## src/rtl/dec38_scan_pkg.sv

```systemverilog
// rtl/dec38_scan_pkg.sv - shared state enum, LED count and one-hot helper for dec38_scan
package dec38_scan_pkg;

  typedef enum logic [1:0] {
    IDLE = 2'd0,
    HOLD = 2'd1,
    SCAN = 2'd2
  } state_e;

  localparam int unsigned LED_N = 8;

  function automatic logic [LED_N-1:0] onehot(input logic [2:0] c);
    logic [LED_N-1:0] r;
    r    = '0;
    r[c] = 1'b1;
    return r;
  endfunction

endpackage

```

## src/rtl/dec38_scan_tick_div.sv

```systemverilog
// rtl/dec38_scan_tick_div.sv - tick_div: DIV_W-bit prescaler, counts 0..DIV_MAX, pulses tc_o at terminal count
module tick_div #(
  parameter int unsigned DIV_W   = 24,
  parameter int unsigned DIV_MAX = 12499999
) (
  input  logic clk_i,
  input  logic rst_ni,
  input  logic clr_i,
  input  logic en_i,
  output logic tc_o
);

  logic [DIV_W-1:0] cnt_q, cnt_d;

  // tc_o does not depend on clr_i so a clear at terminal count still produces the pulse
  assign tc_o = en_i && (cnt_q == DIV_W'(DIV_MAX));

  always_comb begin
    cnt_d = cnt_q;
    if (clr_i || tc_o) begin
      cnt_d = '0;
    end else if (en_i) begin
      cnt_d = cnt_q + 1'b1;
    end
  end

  always_ff @(posedge clk_i or negedge rst_ni) begin
    if (!rst_ni) begin
      cnt_q <= '0;
    end else begin
      cnt_q <= cnt_d;
    end
  end

endmodule

```

## src/rtl/dec38_scan.sv

```systemverilog
// rtl/dec38_scan.sv - registered 3-to-8 one-hot LED decoder with latched code register
// Optional auto-scan walker (SCAN state, prescaler, tick) enabled by defining DEC38_SCAN_EN.
module dec38_scan #(
  parameter int unsigned DIV_W   = 24,
  parameter int unsigned DIV_MAX = 12499999
) (
  input  logic       clk_i,
  input  logic       rst_ni,
  input  logic [2:0] in_i,
  input  logic       load_i,
  input  logic       en_i,
  input  logic       mode_i,
  output logic [7:0] out_o,
  output logic [2:0] code_o,
  output logic       tick_o
);

  import dec38_scan_pkg::*;

  state_e           state_q, state_d;
  logic [LED_N-1:0] out_q, out_d;
  logic [2:0]       code_q, code_d;
  logic             tick_q, tick_d;
  logic             tc;

`ifdef DEC38_SCAN_EN
  tick_div #(
    .DIV_W  (DIV_W),
    .DIV_MAX(DIV_MAX)
  ) u_tick_div (
    .clk_i (clk_i),
    .rst_ni(rst_ni),
    .clr_i ((state_d != SCAN) || load_i),
    .en_i  (state_d == SCAN),
    .tc_o  (tc)
  );
`else
  logic unused_mode;
  assign unused_mode = mode_i;
  assign tc          = 1'b0;
`endif

  // state_q is kept for debug visibility; all outputs follow the next state directly
  logic unused_state;
  assign unused_state = ^state_q;

  always_comb begin
    state_d = IDLE;
    if (en_i) begin
      state_d = HOLD;
`ifdef DEC38_SCAN_EN
      if (mode_i) begin
        state_d = SCAN;
      end
`endif
    end
  end

  always_comb begin
    code_d = code_q;
    if (load_i) begin
      code_d = in_i;
    end else if (tc) begin
      code_d = code_q + 3'd1;
    end
    tick_d = tc;
    out_d  = (state_d == IDLE) ? '0 : onehot(code_d);
  end

  always_ff @(posedge clk_i or negedge rst_ni) begin
    if (!rst_ni) begin
      state_q <= IDLE;
      out_q   <= '0;
      code_q  <= 3'd0;
      tick_q  <= 1'b0;
    end else begin
      state_q <= state_d;
      out_q   <= out_d;
      code_q  <= code_d;
      tick_q  <= tick_d;
    end
  end

  assign out_o  = out_q;
  assign code_o = code_q;
  assign tick_o = tick_q;

endmodule

```

## config.mk

```make
export PLATFORM = sky130hd
export DESIGN_NAME = dec38_scan
export DESIGN_NICKNAME = d
export VERILOG_FILES = /design/src/rtl/dec38_scan_pkg.sv /design/src/rtl/dec38_scan_tick_div.sv /design/src/rtl/dec38_scan.sv
export SDC_FILE = /design/constraint.sdc
export NUM_CORES = 1
export LEC_CHECK = 0
export ABC_AREA = 1
export BUFFER_PORTS_ARGS = -buffer_cell sky130_fd_sc_hd__buf_4
export CORE_AREA = 2 2 39 41
export CTS_BUF_LIST = sky130_fd_sc_hd__clkbuf_4 sky130_fd_sc_hd__clkbuf_8 sky130_fd_sc_hd__clkbuf_16
export CTS_CLUSTER_SIZE = 24
export DETAILED_ROUTE_END_ITERATION = 10
export DIE_AREA = 0 0 41 43
export GPL_TIMING_DRIVEN = 0
export PLACE_DENSITY = 0.6
export SYNTH_ARGS = -nofsm -noshare
export SYNTH_HDL_FRONTEND = slang
export SYNTH_SLANG_ARGS = --single-unit
```

## constraint.sdc

```tcl
create_clock -name clk_i -period 1.1 [get_ports clk_i]
set_input_delay 0 -clock clk_i [delete_from_list [all_inputs] [get_ports clk_i]]
set_output_delay 0 -clock clk_i [all_outputs]
set_load 0.02 [all_outputs]
```

==> results.ini <==
[cts]
cts_made_buffers = 3
cts_tree = yes
post_cts_buffers = 0
cts.repair.resized = 0
htreeDepth = 1
cts_sinks = 11
clockBufferDepth = 2
clkTransAtPathRegs_ns = 0.07
clock_latency_ns = 0.27
ctsRootBufferMaster = clkbuf_4
cts_hold_buf = 4

[floorplan]
fp.dieW_um = 41
die_h_um = 43
initial_core_util_pct = 31.8
core_area_um2 = 1380
die_area_um2 = 1760
boundaryPins = 20
num_rows = 14

[yosys]
synth_ff_type = dfrtp_1
synth_edf_count = 0
syn_avg_cell_area_um2 = 9.37
ys_warn_count = 0
synth_top_area_cell = dfrtp_1
yosysSeqAreaShare_pct = 62.5
syn-cell-area_um2 = 440
synth.most_common_cell = nand2_1
synthesis.nets = 55
synth_top_area_share_pct = 62.5
synthArstFlopShare_pct = 100
synth_seq_cells = 11
ys_top_cells_by_count = 14 x nand2_1, 11 x dfrtp_1, 8 x nor2_1
netlist_top_cells_area = dfrtp_1 63%, nand2_1 12%, nand2_2 7.1%
synthDistinctLibCells = 10
syn_inst = 47

[cells_and_area]
drive_gt1_share_pct = 41.7
multi_input_area_um2 = 139
area.growth.synth_to_final_pct = 48.9
diodes = 0
fillCellCount = 142
final-seq-area_um2 = 275
nets = 81

[pwr]
power_density_nw_per_um2 = 1320
power_mw = 0.867
leakage_nw = 0.375
ir_drop_mv = 0.522

[worst_hold_path]
min_path_type = in2reg
min-delay-start = en_i

[placed_design]
portBuffers = 17
dp_hpwl_um = 600
place_congestion = 0.726

[worst_setup_path]
crit_type = reg2out
critPathArrivalTime_ns = 0.84
critical-path-top-delay-family = flip-flops
worst_setup_path_end_kind = output port
required_ns = 1.10
cp_slowest_cell = dfrtp_1
crit_path_start = code_o[0]
crit_chain = buf_4
crit_fanout = 2
r2r_start = code_o[1]
cpPeakStageDelay_ns = 0.41
path_buf_inv = 1
timing.critical_path.from_type = register

[timing]
rsz0062_at_grt = false
fin_crit_ns = 0.837
setup_viol = 0
hold_viol = 0
fin_skew_ns = 0.00383
period_share_pct = 76.1
report.final.slew_viol_count = 0
fmax_mhz = 1190
fin_setup_tns_ns = 0

[global_route]
overflow = 0
grt_pass1_vias = 310
antenna_found_initial = 0
grt_util_all_layers_pct = 10.9
grt_pass1_wl_um = 1230
grt_max_degree = 12

[route]
via_per_inst = 4.05
wirelength_um = 787
drt-pass1-iter-count = 3
routedWlPerCell_um = 8.94
vias = 356
drtIter0Drc = 5
detail-route-antenna-nets = 0
drcViolationCount = 0

[status]
status = complete, no violations

[run]
drv_cap = 0

## sequential cells by signal, indices dropped and copies added, names as in the netlist
name	count
out_o	8
code_o	3
## metrics by stage
stage	hold slack, ns	worst slack [ns]	area (um^2)	util [%]	cells
2_1_floorplan	-0.296	0.256	440	-	47
3_3_place_gp	-0.161	0.314	588	42.5	80
3_5_place_dp	-0.159	0.315	588	42.5	80
4_1_cts	0.0173	0.253	656	47.4	88
5_1_grt	0.0146	0.223	656	47.4	88
6_report	0.0206	0.263	656	47.4	88
## kinds of logic (layout without fill, tap and decap cells)
kind of cell,after synthesis,count (layout),share of synthesized area (%)
flip-flops,11,11,62.5
buffers and inverters,6,31,5.96
other,1,1,0.851
AND/OR/NAND/NOR,29,29,30.7
## power breakdown
| group | switching (mW) | internal, mW | total (mW) |
|---|---|---|---|
| clock | 0.138 | 0.134 | 0.272 |
| combinational | 0.0918 | 0.0696 | 0.161 |
| sequential | 0.0104 | 0.423 | 0.434 |
| total | 0.240 | 0.627 | 0.867 |
## placed cells by master (no fill, tap or decap)
cell type,instances
nand3_2,1
nand2_4,1
inv_2,1
clkinv_2,1
nor2_1,8
buf_4,18
nand2_2,5
clkbuf_4,3
dlygate4sd3_1,4
inv_1,4
dfrtp_1,11
conb_1,1
nand2_1,14
## layout make-up
| type | count | area share [%] |
|---|---|---|
| buffer | 1 | 1.15 |
| clock buffer | 3 | 3.44 |
| clock inverter | 1 | 0.763 |
| inverter | 5 | 2.86 |
| multi-input combinational | 30 | 21.2 |
| sequential | 11 | 42.0 |
| tap | 16 | 3.05 |
| timing repair buffer | 21 | 25.6 |
## layer usage
layer | vias up | share of wire (%) | global-route usage, %
li1 | 187 | - | -
met1 | 154 | 43 | 14.1
met2 | 13 | 48 | 15.6
met3 | 2 | 7.0 | 3.14
met4 | 0 | 1.9 | 6.00
met5 | - | 0 | 0
## worst paths after layout
kind,slack (ns),cells after the start,end
min in group asynchronous,0.10,2,out_o[7]
worst max-delay path,0.26,1,code_o[0]
worst min-delay path,0.02,3,out_o[5]
max in group asynchronous,0.86,2,code_o[0]
worst max register to register,0.31,5,out_o[0]
worst min register to register,0.55,2,code_o[1]
Power figures use the tool's default switching activity.
